===== src/rtl/tft_8080_frame_writer.sv =====
`default_nettype none
// ============================================================================
// Module   : tft_8080_frame_writer
// Brief    : One-time panel init, then per-frame window + memory-write command
//            and an RGB565 pixel stream over an 8080 parallel bus.
// Revision : 1.0 - initial release
// ============================================================================
module tft_8080_frame_writer #(
    parameter int H_ACT    = 256,
    parameter int V_ACT    = 128,
    parameter int WR_LOW   = 1,
    parameter int FIFO_AW  = 4,
    parameter int RST_HOLD = 24000,
    parameter int RST_WAIT = 120000,
    parameter int SLP_WAIT = 120000
) (
    input  logic        iCLK,
    input  logic        iRST,
    input  logic        iFRAME_START,
    input  logic        iPIX_VALID,
    input  logic [15:0] iPIX_DATA,
    output logic        lcd_cs,
    output logic        lcd_rs,
    output logic        lcd_wr,
    output logic        lcd_rd,
    output logic        lcd_reset,
    output logic [15:0] lcd_data,
    output logic        oINIT_DONE,
    output logic        oFRAME_DONE,
    output logic        oOVERFLOW
);

    localparam int               DEPTH     = 1 << FIFO_AW;
    localparam int               WCW       = $clog2(WR_LOW + 1);
    localparam logic [WCW-1:0]   WR_LOAD   = WCW'(WR_LOW);
    localparam logic [WCW-1:0]   WR_ONE    = WCW'(1);
    localparam logic [FIFO_AW:0] PTR_ONE   = (FIFO_AW + 1)'(1);
    localparam logic [31:0]      HOLD_LAST = 32'(RST_HOLD - 1);
    localparam logic [31:0]      WAIT_LAST = 32'(RST_WAIT - 1);
    localparam logic [31:0]      SLP_END   = 32'(WR_LOW + SLP_WAIT);
    localparam logic [31:0]      TOTAL     = 32'(H_ACT) * 32'(V_ACT);
    localparam logic [15:0]      H_LAST    = 16'(H_ACT - 1);
    localparam logic [15:0]      V_LAST    = 16'(V_ACT - 1);

    typedef enum logic [2:0] {
        RST_HOLD_S = 3'd0,
        RST_WAIT_S = 3'd1,
        INIT_S     = 3'd2,
        IDLE_S     = 3'd3,
        WIN_S      = 3'd4,
        STREAM_S   = 3'd5,
        DONE_S     = 3'd6
    } state_t;

    state_t             state;
    state_t             state_nx;
    logic [31:0]        dly_cnt;
    logic [31:0]        pix_cnt;
    logic [3:0]         idx;
    logic [WCW-1:0]     wr_cnt;
    logic               bus_ready;
    logic               abort_pend;
    logic               start_pend;
    logic               abort_req;

    logic               wr_go;
    logic [16:0]        go_word;
    logic               dly_clr;
    logic               idx_inc;
    logic               idx_clr;
    logic               pix_inc;
    logic               flush;
    logic               pop;

    logic [15:0]        mem [DEPTH];
    logic [FIFO_AW:0]   wptr;
    logic [FIFO_AW:0]   rptr;
    logic               fifo_empty;
    logic               fifo_full;
    logic               push_req;
    logic               push;

    // {rs, data} for the 11-word column/page window and memory-write command
    function automatic logic [16:0] win_word(input logic [3:0] i);
        case (i)
            4'd0:    win_word = {1'b0, 16'h002A};
            4'd3:    win_word = {1'b1, 8'h00, H_LAST[15:8]};
            4'd4:    win_word = {1'b1, 8'h00, H_LAST[7:0]};
            4'd5:    win_word = {1'b0, 16'h002B};
            4'd8:    win_word = {1'b1, 8'h00, V_LAST[15:8]};
            4'd9:    win_word = {1'b1, 8'h00, V_LAST[7:0]};
            4'd10:   win_word = {1'b0, 16'h002C};
            default: win_word = {1'b1, 16'h0000};
        endcase
    endfunction

    assign bus_ready  = (wr_cnt == '0);
    assign abort_req  = abort_pend || iFRAME_START;
    assign fifo_empty = (wptr == rptr);
    assign fifo_full  = (wptr[FIFO_AW] != rptr[FIFO_AW]) &&
                        (wptr[FIFO_AW-1:0] == rptr[FIFO_AW-1:0]);
    assign push_req   = iPIX_VALID && (state == WIN_S || state == STREAM_S);
    assign push       = push_req && (!fifo_full || pop) && !flush;
    assign lcd_rd     = 1'b1;

    always_ff @(posedge iCLK or negedge iRST) begin
        if (!iRST) state <= RST_HOLD_S;
        else       state <= state_nx;
    end

    always_comb begin
        state_nx = state;
        wr_go    = 1'b0;
        go_word  = 17'h0;
        dly_clr  = 1'b0;
        idx_inc  = 1'b0;
        idx_clr  = 1'b0;
        pix_inc  = 1'b0;
        flush    = 1'b0;
        pop      = 1'b0;
        case (state)
            RST_HOLD_S: begin
                if (dly_cnt == HOLD_LAST) begin
                    state_nx = RST_WAIT_S;
                    dly_clr  = 1'b1;
                end
            end
            RST_WAIT_S: begin
                if (dly_cnt == WAIT_LAST) begin
                    state_nx = INIT_S;
                    dly_clr  = 1'b1;
                    idx_clr  = 1'b1;
                end
            end
            INIT_S: begin
                if (bus_ready) begin
                    case (idx)
                        4'd0: begin wr_go = 1'b1; go_word = {1'b0, 16'h0011}; idx_inc = 1'b1; end
                        // dly_cnt restarted when the sleep-out write began
                        4'd1: if (dly_cnt == SLP_END) idx_inc = 1'b1;
                        4'd2: begin wr_go = 1'b1; go_word = {1'b0, 16'h003A}; idx_inc = 1'b1; end
                        4'd3: begin wr_go = 1'b1; go_word = {1'b1, 16'h0055}; idx_inc = 1'b1; end
                        4'd4: begin wr_go = 1'b1; go_word = {1'b0, 16'h0029}; idx_inc = 1'b1; end
                        default: state_nx = IDLE_S;
                    endcase
                end
            end
            IDLE_S: begin
                if (iFRAME_START || start_pend) begin
                    state_nx = WIN_S;
                    flush    = 1'b1;
                    idx_clr  = 1'b1;
                end
            end
            WIN_S, STREAM_S: begin
                if (bus_ready) begin
                    if (abort_req) begin
                        state_nx = WIN_S;
                        flush    = 1'b1;
                        idx_clr  = 1'b1;
                    end else if (state == WIN_S) begin
                        if (idx == 4'd11) begin
                            state_nx = STREAM_S;
                        end else begin
                            wr_go   = 1'b1;
                            go_word = win_word(idx);
                            idx_inc = 1'b1;
                        end
                    end else if (pix_cnt == TOTAL) begin
                        state_nx = DONE_S;
                    end else if (!fifo_empty) begin
                        wr_go   = 1'b1;
                        go_word = {1'b1, mem[rptr[FIFO_AW-1:0]]};
                        pop     = 1'b1;
                        pix_inc = 1'b1;
                    end
                end
            end
            DONE_S:  state_nx = IDLE_S;
            default: state_nx = RST_HOLD_S;
        endcase
    end

    // Bus write engine: WR low for WR_LOW cycles, then one high cycle
    always_ff @(posedge iCLK or negedge iRST) begin
        if (!iRST) begin
            lcd_cs   <= 1'b1;
            lcd_rs   <= 1'b1;
            lcd_wr   <= 1'b1;
            lcd_data <= 16'h0000;
            wr_cnt   <= '0;
        end else if (wr_go) begin
            lcd_cs   <= 1'b0;
            lcd_rs   <= go_word[16];
            lcd_data <= go_word[15:0];
            lcd_wr   <= 1'b0;
            wr_cnt   <= WR_LOAD;
        end else if (wr_cnt != '0) begin
            wr_cnt <= wr_cnt - WR_ONE;
            if (wr_cnt == WR_ONE) lcd_wr <= 1'b1;
        end
    end

    always_ff @(posedge iCLK or negedge iRST) begin
        if (!iRST) begin
            dly_cnt <= 32'd0;
            idx     <= 4'd0;
            pix_cnt <= 32'd0;
        end else begin
            if (dly_clr || wr_go) dly_cnt <= 32'd0;
            else                  dly_cnt <= dly_cnt + 32'd1;
            if (idx_clr)      idx <= 4'd0;
            else if (idx_inc) idx <= idx + 4'd1;
            if (flush)        pix_cnt <= 32'd0;
            else if (pix_inc) pix_cnt <= pix_cnt + 32'd1;
        end
    end

    always_ff @(posedge iCLK or negedge iRST) begin
        if (!iRST) begin
            lcd_reset   <= 1'b0;
            oINIT_DONE  <= 1'b0;
            oFRAME_DONE <= 1'b0;
            oOVERFLOW   <= 1'b0;
            abort_pend  <= 1'b0;
            start_pend  <= 1'b0;
        end else begin
            lcd_reset   <= (state_nx != RST_HOLD_S);
            oFRAME_DONE <= (state_nx == DONE_S);
            if (state == INIT_S && state_nx == IDLE_S) oINIT_DONE <= 1'b1;
            if (flush)                                     oOVERFLOW <= 1'b0;
            else if (push_req && fifo_full && !pop)        oOVERFLOW <= 1'b1;
            if (flush) abort_pend <= 1'b0;
            else if (iFRAME_START && (state == WIN_S || state == STREAM_S)) abort_pend <= 1'b1;
            // a start seen in DONE_S is held for the IDLE_S cycle that follows
            if (flush) start_pend <= 1'b0;
            else if (iFRAME_START && state == DONE_S) start_pend <= 1'b1;
        end
    end

    always_ff @(posedge iCLK) begin
        if (push) mem[wptr[FIFO_AW-1:0]] <= iPIX_DATA;
    end

    always_ff @(posedge iCLK or negedge iRST) begin
        if (!iRST) begin
            wptr <= '0;
            rptr <= '0;
        end else if (flush) begin
            wptr <= '0;
            rptr <= '0;
        end else begin
            if (push) wptr <= wptr + PTR_ONE;
            if (pop)  rptr <= rptr + PTR_ONE;
        end
    end

endmodule
`default_nettype wire


===== config.mk =====
export PLATFORM = sky130hd
export DESIGN_NAME = tft_8080_frame_writer
export DESIGN_NICKNAME = d
export VERILOG_FILES = /design/src/rtl/tft_8080_frame_writer.sv
export SDC_FILE = /design/constraint.sdc
export NUM_CORES = 1
export LEC_CHECK = 0
export CORE_ASPECT_RATIO = 1.25
export CORE_MARGIN = 4
export CORE_UTILIZATION = 69
export CTS_BUF_LIST = sky130_fd_sc_hd__clkbuf_4 sky130_fd_sc_hd__clkbuf_8
export CTS_CLUSTER_DIAMETER = 60
export CTS_CLUSTER_SIZE = 12
export DETAILED_ROUTE_END_ITERATION = 10
export MAX_ROUTING_LAYER = met4
export PLACE_DENSITY = 0.94
export SYNTH_ARGS = -nofsm -noshare
export SYNTH_HDL_FRONTEND = slang
export SYNTH_SLANG_ARGS = --single-unit

===== constraint.sdc =====
create_clock -name iCLK -period 6.3 [get_ports iCLK]
set_input_delay 0.945 -clock iCLK [delete_from_list [all_inputs] [get_ports iCLK]]
set_output_delay 0.945 -clock iCLK [all_outputs]
set_load 0.01 [all_outputs]

== After elaboration in Yosys (flattened, before gate mapping) ==
Memories as Yosys holds them, arrays and structs flattened.
Cells that the tools add are included.

* Bits of input ports: 20
* Logic and storage cells: 147
* Output and inout bits: 24
* Flip-flop bits (word level): 107
* RAM bits: 256
* Memories: 1

* $add $sub $neg: 6
* Reduce and logical (&&, ||, !) cells: 30
* Multiplexer cells: 70
* Eq/ne operators: 23

{| class="wikitable"
|+ Memories
! name !! words !! bits a word !! read ports !! clocked after memory_dff !! wr ports !! line !! source
|-
| mem || 16 || 16 || 1 || 0 || 1 || 75 || <nowiki>logic [15:0] mem [DEPTH];</nowiki>
|}

{| class="wikitable"
|+ Operators with widths
! operator !! count
|-
| $mux W17 || 7
|-
| $mux W32 || 3
|-
| $pmux W17 S5 || 1
|-
| $pmux W17 S4 || 1
|-
| $add A32 B1 Y32 const B || 2
|-
| $eq A32 B17 Y1 const B || 2
|-
| $mux W1 || 34
|-
| $pmux W17 S2 || 1
|-
| $eq A32 B15 Y1 const B || 1
|-
| $eq A32 B16 Y1 const B || 1
|-
| $mux W3 || 10
|-
| $mux W5 || 4
|-
| $pmux W3 S6 || 1
|-
| $reduce_bool A2 Y1 || 7
|-
| $eq A3 B3 Y1 const B || 4
|-
| $eq A4 B4 Y1 const B || 3
|-
| $add A5 B1 Y5 const B || 2
|-
| $pmux W1 S2 || 5
|-
| $eq A3 B2 Y1 const B || 3
|-
| $logic_and A1 B1 Y1 || 9
|-
| $eq A4 B2 Y1 const B || 2
|-
| $eq A4 B3 Y1 const B || 2
|-
| $mux W4 || 2
|-
| $eq A5 B5 Y1 || 1
|-
| 15 further kinds || 21
|}

== Logic depth before layout (Yosys ltp) ==
* Word-level depth: 12
* Gate-level depth with buffers: 11

== Worst setup path before layout ==
No wires, ideal clock.

* Path kind: input to register
* Start: input port iFRAME_START
* End: memory mem[0][0] (enable)
* Arrival: 3.121 ns
* Setup slack: 2.770 ns
* Stages: 5
* Path through: nor3_1 -> nand3_1 -> o21ai_1 -> nand4_1 -> nor3_1

* Word-level cells in the longest chain between the ends: 9
* Elaborated cells on any way between the ends: 15
* Classes of those cells: mux (9); reduce/logical (6)

{| class="wikitable"
|+ Ends and longest elaborated chain
! what !! line !! source
|-
| start: declaration || 19 || <nowiki>input logic iFRAME_START,</nowiki>
|-
| $logic_or A1 B1 Y1 || 98 || <nowiki>assign abort_req = abort_pend || iFRAME_START;</nowiki>
|-
| $mux W1 || 157 || <nowiki>if (abort_req) begin</nowiki>
|-
| $mux W1 || 156 || <nowiki>if (bus_ready) begin</nowiki>
|-
| $mux W1 || 121 || <nowiki>case (state)</nowiki>
|-
| $logic_or A1 B1 Y1 || 103 || <nowiki>assign push = push_req && (!fifo_full || pop) && !flush;</nowiki>
|-
| $logic_and A1 B1 Y1 || 103 ||
|-
| $logic_and A1 B1 Y1 (*) || 103 ||
|-
| $mux W1 (*) || 242 || <nowiki>if (push) mem[wptr[FIFO_AW-1:0]] <= iPIX_DATA;</nowiki>
|-
| $mux W1 (not written as such) (*) || 242 ||
|-
| end: declaration || 75 ||
|}

Every way passes the cells marked *; elsewhere a longest branch is shown, timed or not.

== Final worst setup path ==
* Start: input port iFRAME_START
* End: memory mem[9][9] (enable)

The elaborated chain is that of the path after synthesis.

==> impl_results.md <==
- Std-Cell Core Area: ~22000 sq um
- Critical Path Sink: mem[9][9]
- CTS Hold Bufs: 0
- Postcts setup bufs: 0
- Post-synth top area cell: edfxtp_1
- Post-Layout Cell Count: roughly 1400
- Total Wirelength: approximately 34 mm
- Final Cycle Share: 0.606
- Worst setup SP type: input pin
- Mapped Cells: around 1000
- Ratio of cells with drive above 1 in the final layout: 0.176
- Worst min-delay path startpoint: dly_cnt[0]
- Ys flop type: edfxtp_1
- Grt ovf: 0
- YS warnings: 0
- Worst EP arrival: 3960 ps
- Syn_nets: ~1100
- Port bufs: between 40 and 50
- Critical Path Sink Type: flop
- Synthesized flop and latch total: between 300 and 400
- Vias in the first global route: 9323
- Reg2reg setup slack: around 2700 ps
- Setup CP Type: input pin to flop
- Rel. slew slack: 0.371
- First-pass GRT wire length: 53.5 mm
- Netlist cell types: 74
- Die W: approximately 140 microns
- # clock sinks: 363
- Post-synth top cells: edfxtp_1, dfrtp_1, nor2_1
- Count leader, synth: edfxtp_1
- Clock tree buffer depth: 3
- Initial antenna violation count: 0
- Crit-path max FO: 16
- Pwr Total: 4.03 mW
- Placed Area: 16400 sq um
- Final ANT Viol Nets: 0
- Area share of the largest cell type after synthesis: 0.491
- Largest net degree at the start of global routing: between 70 and 80
- Number of buffers created by CTS: 36
- Residual DRC count: 0
- Root buf cell: clkbuf_8
- Hold WC Path Type: flop to flop
- Die Ht: 176 microns
- Dpl ws: around 2100 ps
- Fin. max-slew vios: 0
- Lkg Pwr: just under 6 nW
- Asr flop ratio synth: 0.295
- Placed cells: 1321
- Clk_lat worst skew: approximately 540 ps
- Power density cells: between 200 and 250 nW/um^2
- Post-route setup slack: between 2000 and 2500 ps
- Worst-margin pin slew: about 940 ps
- Hpwl dp: 22.8 mm
- CTS resizes: 0
- RSZ-0062 raised after global routing: no
- Final-stage net count: ~1100
- Mapped Avg Cell Area: about 15 sq um
- Final hold vios: 0
- Clock skew: between 20 and 25 ps
- Register-to-Register Path Depth: 5
- Die area: approximately 25000 sq um
- Gpl congestion: roughly 0.9
- Finished Cell Area: roughly 17000 sq um
- Htree depth: 2
- Io pins: 44
- MaxCap Viol Count: 0
- Worst EP required: roughly 6500 ps
- Number of synthesized flops with an enable pin: about 260
- Setup tns final: 0 ps
- Sequential area share after synthesis: 0.663
- Worst Setup SP: iFRAME_START
- Ranking of synthesized cells by area: edfxtp_1, dfrtp_1, mux4_2, nor2_1, nand2_1
- Clock transition at path regs: ~70 ps
- Initial drt markers: 1050
- Pre-antenna DRT Iters: 5
- FMAX: 262 MHz
- Run status: completed
- GRT Total Usage: 0.290
- Initial cell density of the core: 0.702
- Mapped cell area: about 16000 sq um
- Synthesis-to-layout area growth: 8.87%
- R2R Path End: mem[9][9]
- CTS tree: yes
- R2R Path Start: state[2]
- Min Clock Period, post-route: around 3800 ps
- Rows: 61
- Worst vdd ir: between 0.2 and 0.25 mV
- Routed vias: about 9300
- Ant diodes: 0
- Setup violators final: 0
- Wire per inst: about 25 microns
- Via/cell ratio: between 6 and 7
## worst max-delay path, cell delays in order
cell,delay (ps)
clkdlybuf4s50_1,510
nor3_1,320
nand3_1,270
o21ai_1,650
nand4_1,430
nor2_2,820
## cells in the final DEF (no fill, tap or decap), types with 4 or more instances in the layout
cell type / count
nor3_1: 15
nand2_1: 74
nand4_1: 29
nor2b_1: 6
xnor2_1: 21
mux2i_1: 8
and3_1: 11
clkdlybuf4s50_1: 41
a31oi_1: 6
ha_1: 13
and2_1: 5
and4_1: 6
nand2b_1: 8
inv_1: 12
clkbuf_4: 18
xor2_1: 26
nor2_2: 13
a211oi_1: 4
edfxtp_1: 256
clkbuf_8: 38
or3_1: 11
nor3_2: 7
nor4b_1: 10
buf_4: 15
nand3_1: 32
mux4_2: 78
nor4_1: 18
or4_1: 12
o21ai_0: 20
dfrtp_1: 102
nor2_1: 76
o31ai_1: 12
a21oi_1: 28
## worst min-delay path by stage
stage                     slack [ps]  depth (start not counted)          end
after floorplan                  450                          1  pix_cnt[31]
after global placement           460                          1   dly_cnt[0]
after detailed placement         480                          1   dly_cnt[0]
after CTS                        490                          1   dly_cnt[0]
after global routing             510                          1       lcd_cs
final                            480                          1   dly_cnt[0]
## layer usage
layer	wire (microns)	vias to the layer above	global-route usage
li1	-	4093	-
met1	12300	4678	0.366
met2	18400	443	0.491
met3	2430	76	0.0439
met4	1160	0	0.0911
met5	0	-	-
## per-stage QoR
step            util  hold slack (ps)
2_1_floorplan      -              446
3_3_place_gp   0.734              465
3_5_place_dp   0.734              475
4_1_cts        0.764              485
5_1_grt        0.764              507
6_report       0.764              481
## state kept, by name (all words and copies together), names as in the netlist
name / count
lcd_cs: 1
wr_cnt: 1
oOVERFLOW: 1
rptr: 5
idx: 4
wptr: 5
dly_cnt: 32
lcd_reset: 1
mem: 256
pix_cnt: 32
lcd_rs: 1
oFRAME_DONE: 1
oINIT_DONE: 1
start_pend: 1
lcd_wr: 1
lcd_data: 16
abort_pend: 1
state: 3
## power breakdown
group / switching (mW) / internal, mW / leakage [nW] / total [mW]
sequential: 0 / 2.56 / 3.76 / 2.56
clock: 0.755 / 0.665 / 0.356 / 1.42
combinational: 0.0436 / 0.0109 / 1.83 / 0.0544
## area by class of cell
class | count | area, sq um
clock buffers | 56 | 658
clock inverters | 3 | 22.5
fillers | 1271 | 5250
inverters | 13 | 48.8
multi-input cells | 606 | 5050
flip-flops and latches | 363 | 10400
well taps | 283 | 354
repair buffers | 56 | 523
## kinds of logic after synthesis
logic type,share of synthesized area
compound gates,0.0437
xor+xnor,0.0263
fa+ha+maj,0.0104
buf+inv,0.0182
flops,0.663
mux,0.119
other cells,0.000240
simple gates,0.119
No activity file was read; power rests on OpenSTA's default activity.
